File: src/rtl/ram_wr_rd.sv
// Key-driven RAM exerciser: a debounced press fills a 256x8 RAM with 8'hFF - addr,
// then the contents are read back one address every RD_STEP clocks for display.
module ram_wr_rd #(
    parameter int CNT_MAX = 999_999,
    parameter int RD_STEP = 9_999_999
) (
    input  logic       sys_clk,
    input  logic       rst_n,
    input  logic       key_in,
    output logic       wr_busy,
    output logic [7:0] rd_addr,
    output logic [7:0] rd_data,
    output logic       rd_valid
);

    localparam int CNT_W  = $clog2(CNT_MAX + 1);
    localparam int STEP_W = (RD_STEP > 1) ? $clog2(RD_STEP) : 1;
    localparam logic [CNT_W-1:0]  CNT_TOP   = CNT_W'(CNT_MAX);
    localparam logic [CNT_W-1:0]  CNT_ARM   = CNT_W'(CNT_MAX - 1);
    localparam logic [STEP_W-1:0] STEP_LAST = STEP_W'(RD_STEP - 1);

    typedef enum logic [1:0] {
        IDLE  = 2'd0,
        WRITE = 2'd1,
        READ  = 2'd2,
        PAUSE = 2'd3
    } state_t;

    logic [1:0]        keySync_q;
    logic              keyS;
    logic [CNT_W-1:0]  debCnt_q, debCnt_d;
    logic              keyFlag_q, keyFlag_d;

    state_t            state_q, state_d;
    logic [7:0]        wrAddr_q, wrAddr_d;
    logic [7:0]        rdAddr_q, rdAddr_d;
    logic [STEP_W-1:0] stepCnt_q, stepCnt_d;
    logic              memWe;
    logic              readAdv;
    logic              readPhase;
    logic [7:0]        rdData_q;
    logic              rdValid_q;

    logic [7:0]        mem [0:255];

    assign keyS = keySync_q[1];

    // The flag fires on the clock where the count would reach CNT_MAX with the key still down.
    always_comb begin
        debCnt_d  = debCnt_q;
        keyFlag_d = 1'b0;
        if (keyS) begin
            debCnt_d = '0;
        end else if (debCnt_q != CNT_TOP) begin
            debCnt_d = debCnt_q + 1'b1;
        end
        keyFlag_d = !keyS && (debCnt_q == CNT_ARM);
    end

    always_ff @(posedge sys_clk or negedge rst_n) begin
        if (!rst_n) begin
            keySync_q <= 2'b11;
            debCnt_q  <= '0;
            keyFlag_q <= 1'b0;
        end else begin
            keySync_q <= {keySync_q[0], key_in};
            debCnt_q  <= debCnt_d;
            keyFlag_q <= keyFlag_d;
        end
    end

    always_comb begin
        state_d   = state_q;
        wrAddr_d  = wrAddr_q;
        rdAddr_d  = rdAddr_q;
        stepCnt_d = stepCnt_q;
        memWe     = 1'b0;
        readAdv   = 1'b0;
        case (state_q)
            IDLE: begin
                if (keyFlag_q) begin
                    state_d  = WRITE;
                    wrAddr_d = '0;
                end
            end
            WRITE: begin
                memWe    = 1'b1;
                wrAddr_d = wrAddr_q + 8'd1;
                if (wrAddr_q == 8'hFF) begin
                    state_d   = READ;
                    rdAddr_d  = '0;
                    stepCnt_d = '0;
                end
            end
            READ: begin
                // A press on the terminal count wins: the address must not move into PAUSE.
                if (keyFlag_q) begin
                    state_d = PAUSE;
                end else if (stepCnt_q == STEP_LAST) begin
                    stepCnt_d = '0;
                    rdAddr_d  = rdAddr_q + 8'd1;
                    readAdv   = 1'b1;
                end else begin
                    stepCnt_d = stepCnt_q + 1'b1;
                end
            end
            PAUSE: begin
                if (keyFlag_q) begin
                    state_d = READ;
                end
            end
            default: state_d = IDLE;
        endcase
    end

    always_ff @(posedge sys_clk or negedge rst_n) begin
        if (!rst_n) begin
            state_q   <= IDLE;
            wrAddr_q  <= '0;
            rdAddr_q  <= '0;
            stepCnt_q <= '0;
        end else begin
            state_q   <= state_d;
            wrAddr_q  <= wrAddr_d;
            rdAddr_q  <= rdAddr_d;
            stepCnt_q <= stepCnt_d;
        end
    end

    always_ff @(posedge sys_clk) begin
        if (memWe) begin
            mem[wrAddr_q] <= 8'hFF - wrAddr_q;
        end
    end

    assign readPhase = (state_q == READ) || (state_q == PAUSE);

    // rd_data only tracks the RAM once the fill is done, so it never shows unwritten words.
    always_ff @(posedge sys_clk or negedge rst_n) begin
        if (!rst_n) begin
            rdData_q  <= '0;
            rdValid_q <= 1'b0;
        end else begin
            if (readPhase) begin
                rdData_q <= mem[rdAddr_q];
            end
            rdValid_q <= readPhase && !readAdv;
        end
    end

    assign wr_busy  = (state_q == WRITE);
    assign rd_addr  = rdAddr_q;
    assign rd_data  = rdData_q;
    assign rd_valid = rdValid_q;

endmodule
File: config.mk
export PLATFORM = sky130hd
export DESIGN_NAME = ram_wr_rd
export DESIGN_NICKNAME = d
export VERILOG_FILES = /design/src/rtl/ram_wr_rd.sv
export SDC_FILE = /design/constraint.sdc
export NUM_CORES = 2
export LEC_CHECK = 0
export ABC_AREA = 1
export ABC_CLOCK_PERIOD_IN_PS = 4600
export BUFFER_PORTS_ARGS = -buffer_cell sky130_fd_sc_hd__clkbuf_2
export CORE_MARGIN = 3
export CORE_UTILIZATION = 35
export CTS_CLUSTER_SIZE = 20
export DETAILED_ROUTE_END_ITERATION = 16
export PLACE_DENSITY_LB_ADDON = 0.15
export SKIP_CTS_REPAIR_TIMING = 1
export SYNTH_ARGS = -nofsm -noshare
export SYNTH_HDL_FRONTEND = slang
export SYNTH_SLANG_ARGS = --single-unit
File: constraint.sdc
create_clock -name sys_clk -period 4.6 [get_ports sys_clk]
set_input_delay 1.38 -clock sys_clk [delete_from_list [all_inputs] [get_ports sys_clk]]
set_output_delay 1.38 -clock sys_clk [all_outputs]
set_load 0.05 [all_outputs]
# --- Word-level counts from Yosys, hierarchy flattened ---
# Memories as Yosys holds them, arrays and structs flattened. A register that Yosys moved wholly into a read port is not among the register bits.
# Cells that the tools add are included.
classes:
  n_addsub: 5
  eq_ne: 13
  n_mux: 23
  n_reduce_logical: 14
op_table:
  columns: ["op", "count"]
  rows:
  - ["two-way mux 24 bit", 3]
  - ["one-hot mux 24 bit (2 select lines)", 1]
  - ["two-way mux 20 bit", 2]
  - ["two-way mux 8 bit", 4]
  - ["one-hot mux 8 bit (2 select lines)", 2]
  - ["adder 24 x 1 -> 24 bit (second input constant)", 1]
  - ["equality test 24 bit (second input constant)", 1]
  - ["adder 20 x 1 -> 20 bit (second input constant)", 1]
  - ["equality test 20 bit (second input constant)", 1]
  - ["inequality test 20 bit (second input constant)", 1]
  - ["adder 8 x 1 -> 8 bit (second input constant)", 2]
  - ["inequality test 2 bit (second input constant)", 5]
  - ["equality test 8 bit (second input constant)", 1]
  - ["two-way mux 2 bit", 4]
  - ["one-hot mux 2 bit (4 select lines)", 1]
  - ["AND reduction 4 bit", 2]
  - ["subtractor 8 bit (first input constant)", 1]
  - ["two-way mux 1 bit", 6]
  - ["nonzero test 2 bit", 3]
  - ["equality test 2 bit (second input constant)", 2]
  - ["zero test 1 bit", 3]
  - ["AND reduction 3 bit", 1]
  - ["equality test 2 x 1 -> 1 bit (second input constant)", 1]
  - ["logical AND 1 bit", 2]
  - ["other kinds (4)", 4]
word_totals:
  reg_bits: 66
  ram_bits: 2048
  in_bits: 3
  out_inout_bits: 18
  n_memories: 1
mem_list:
  columns: ["name", "depth", "word_bits", "read_ports", "rd_clocked_by_memory_dff", "write_ports", "line", "source"]
  rows:
  - ["mem", 256, 8, 1, 1, 1, "44", "logic [7:0] mem [0:255];"]

# --- Logic depth before layout (Yosys ltp) ---
depth:
  word_depth: 6
  ltp_mapped: 21
  ltp_nobuf: 17

# --- Worst setup path before layout ---
# No wires, ideal clock.
synth_timing:
  path_kind: "flip-flop to flip-flop"
  start: "reg wrAddr_q[0]"
  end: "mem mem[104][0], enable pin"
  setup_ps: 370
  arrival_ps: 4603
  t_required_ps: 4230
  path_slack_ps: -374
  path_stages_with_launch: 8
  path_buffers: 1
  cell_sequence: "dfrtp_1 inv_1 ha_1 inv_1 nor2_1 nand2_1 clkbuf_1 nor2_1"
synth_rtl:
  columns: ["item", "line", "source"]
  rows:
  - ["from (decl)", "35", "logic [7:0] wrAddr_q, wrAddr_d;"]
  - ["from (signal assigned)", "124", "wrAddr_q <= wrAddr_d;"]
  - ["to (decl)", "44", null]
# No word-level cell before the write port.

# --- Worst setup path after layout ---
layout_timing:
  start: "reg rdAddr_q[1] (netlist: rd_addr[1])"
  end: "out rd_addr[1]"
layout_rtl:
  columns: ["item", "line", "source"]
  rows:
  - ["from (decl)", "36", "logic [7:0] rdAddr_q, rdAddr_d;"]
  - ["from (signal assigned)", "125", "rdAddr_q <= rdAddr_d;"]
  - ["to (decl)", "11", "output logic [7:0] rd_addr,"]
# No word-level cell between the ends.

==> flow_metrics.env <==
export IMPL_post_drt_wl_per_cell_um=22.9
export IMPL_maxSlewViolCount=0
export IMPL_path_clk_slew_ps=60
export IMPL_grt_use_total_pct=20.1
export IMPL_tns_ps=0
export IMPL_use_met1_pct=27.9
export IMPL_hold_class="reg2reg"
export IMPL_finalCritPeriodShare_pct=92.3
export IMPL_synth_top_area_share_pct=68.9
export IMPL_synth_most_common_cell="nand2_1"
export IMPL_grt_pass1_vias=58100
export IMPL_layout_drive_gt1_share_pct=6.72
export IMPL_wirelength_mm=268
export IMPL_synthesis_area_sq_um=89300
export IMPL_finalWorstSetupSlack_ps=354
export IMPL_synth_area_leaders="edfxtp_1 69%, nand2_1 8.8%, nor2_1 5.9%"
export IMPL_drtIter0Drc=5495
export IMPL_grt_overflow=0
export IMPL_syn_nets=8226
export IMPL_ir_drop_v=0.000370
export IMPL_final_nets=8177
export IMPL_cts_tree="yes"
export IMPL_use_met3_pct=2.97
export IMPL_slew_headroom_pct=23.4
export IMPL_vias_per_cell=5.04
export IMPL_run_status="finished clean"
export IMPL_num_vias=59000
export IMPL_die_area_sq_um=261000
export IMPL_route_detailed_drc=0
export IMPL_max_freq_ghz=0.236
export IMPL_skew_ps=81.3
export IMPL_synth_common_cells="2,100 x nand2_1, 2,048 x edfxtp_1, 1,394 x nor2_1"
export IMPL_synth_cell_types=44
export IMPL_syn2layout_area_growth_pct=12.3
export IMPL_busiest_layer="met2"
export IMPL_use_met2_pct=32.4
export IMPL_syn_area_per_cell_sq_um=10.9
export IMPL_fillCellCount=24300
export IMPL_synth_main_ff_cell="edfxtp_1"
export IMPL_drv_cap=0
export IMPL_synth_edf_count=2048
export IMPL_path_class="reg2out"
export IMPL_clockRootBuffer="clkbuf_16"
export IMPL_path_max_fanout=46
export IMPL_core_area_sq_um=253000
export IMPL_top_level_ports=21
export IMPL_rsz0062_at_grt="false"
export IMPL_io_buffers=20
export IMPL_finalCriticalPeriod_ps=4250
export IMPL_worst_pin_slew_ps=1150
export IMPL_yosysTopAreaCell="edfxtp_1"
export IMPL_critPathLaunchType="register"
export IMPL_worstPathRequired_ps=3220
export IMPL_antenna_found_initial=12
export IMPL_regArea_sq_um=63400
export IMPL_end_kind="output port"
export IMPL_multi_input_area_sq_um=21600
export IMPL_p_total_w=0.0386
export IMPL_clock_latency_ps=880
export IMPL_start_util_pct=35.3
export IMPL_yosysWarnings=0
export IMPL_gp_congestion=0.848
export IMPL_hold_violations=0
export IMPL_critPathArrivalTime_ps=2870
export IMPL_powerDensity_nw_per_um2=385
export IMPL_h_tree_depth=4
export IMPL_detail_route_antenna_nets=0
export IMPL_ys_async_sr_fraction_pct=3.49
export IMPL_syn_inst=8214
export IMPL_final_util_pct=39.7
export IMPL_drtPass1Iterations=6
export IMPL_grt_pass1_wl_mm=395
export IMPL_fp_dieH_um=511
export IMPL_grt_max_degree=192
export IMPL_clk_path_buf_depth=3
export IMPL_cts_sinks=2122
export IMPL_dp_hpwl_mm=151
export IMPL_place_ws_ps=923
export IMPL_p_leak_nw=40.5
export IMPL_fp_dieW_um=511
export IMPL_finalSetupViolations=0
export IMPL_synth_seq_area_share_pct=71.0
export IMPL_num_rows=184
export IMPL_ys_ff_latch=2122
export IMPL_cts_made_buffers=227
-- cells by family (layout without fill, tap and decap cells) --
family / Yosys count / count (layout) / share of synthesized area [%]
buffers and inverters: 1009 / 1157 / 4.83
other: 0 / 5 / 0
AO/OA/AOI/OAI: 879 / 879 / 5.29
flip-flops: 2122 / 2122 / 71.0
adder cells (fa/ha/maj): 9 / 9 / 0.126
AND/OR/NAND/NOR: 4187 / 4187 / 18.7
XOR/XNOR: 8 / 8 / 0.0785
-- worst max-delay path, cell delays in order (launching register included) --
cell      delay (ps)
dfrtp_4          900
buf_4            640
clkbuf_2         420
-- layout by cell type (no fill, tap or decap), types with 5 or more instances in the layout --
cell type   count
a21oi_1       106
a31oi_1        11
and3_1         10
buf_12         32
buf_4         141
bufinv_16      13
clkbuf_1       56
clkbuf_16     228
clkbuf_2       19
clkinv_1       54
clkinv_16       6
clkinv_2       56
clkinvlp_4     11
dfrtp_1        68
diode_2         5
edfxtp_1     2048
ha_1            9
inv_1         513
inv_2           8
inv_6           7
nand2_1      2094
nand2_2         8
nand3_1       620
nand4_1        17
nor2_1       1392
nor2_4          5
nor3_1         29
o211ai_1      104
o21ai_0       483
o21ai_1       157
xor2_1          8
-- state kept, by name, summed over array words and instances, names as in the netlist --
signal and count:
rd_addr 8, rd_data 8, debCnt_q 20, stepCnt_q 24
rd_valid 1, mem 2048, keyFlag_q 1, state_q 2
wrAddr_q 8, keySync_q 2
-- through the flow --
stage	hold slack [ps]	instance area, sq um	std cells
finish	356	100000	11700
global route	361	100000	11700
CTS	360	100000	11700
detailed placement	352	93100	11300
global placement	350	93100	11300
floorplan	345	89300	8214
-- final cells by class --
| class | count | share of cell area [%] |
|---|---|---|
| sequential | 2122 | 63.2 |
| multi-input combinational | 5083 | 21.6 |
| clock buffer | 287 | 5.94 |
| tap | 3348 | 4.18 |
| inverter | 539 | 2.10 |
| timing repair buffer | 192 | 1.79 |
| clock inverter | 139 | 1.20 |
| antenna | 5 | 0.0125 |
-- report_power, final --
group	leakage, nW	internal [W]	total (W)	switching (W)
combinational	11.7	0.00000449	0.0000256	0.0000211
sequential	25.3	0.0209	0.0209	0.00000368
clock	3.51	0.00991	0.0177	0.00782
total	40.5	0.0308	0.0386	0.00784
-- path summary, 6_finish.rpt --
kind / start / to / slack [ps] / depth (start not counted)
worst max-delay path: rd_addr[1] / rd_addr[1] / 350 / 2
worst min-delay path: keySync_q[0] / keySync_q[1] / 360 / 0
worst max register to register: rd_addr[0] / rd_data[2] / 890 / 14
worst min register to register: keySync_q[0] / keySync_q[1] / 360 / 0
max in group asynchronous: rst_n / rd_data[0] / 3170 / 2
min in group asynchronous: rst_n / debCnt_q[14] / 640 / 1
-- per-layer routing --
layer  up-vias  part of all wire [%]  routed length (um)
met2      1737                    47              125000
li1      27700                     -                   -
met5         -                     0                   0
met4         0                   3.0                8170
met3       365                   5.9               15800
met1     29200                    44              119000
Note: power is estimated with default switching activity, not from simulation.
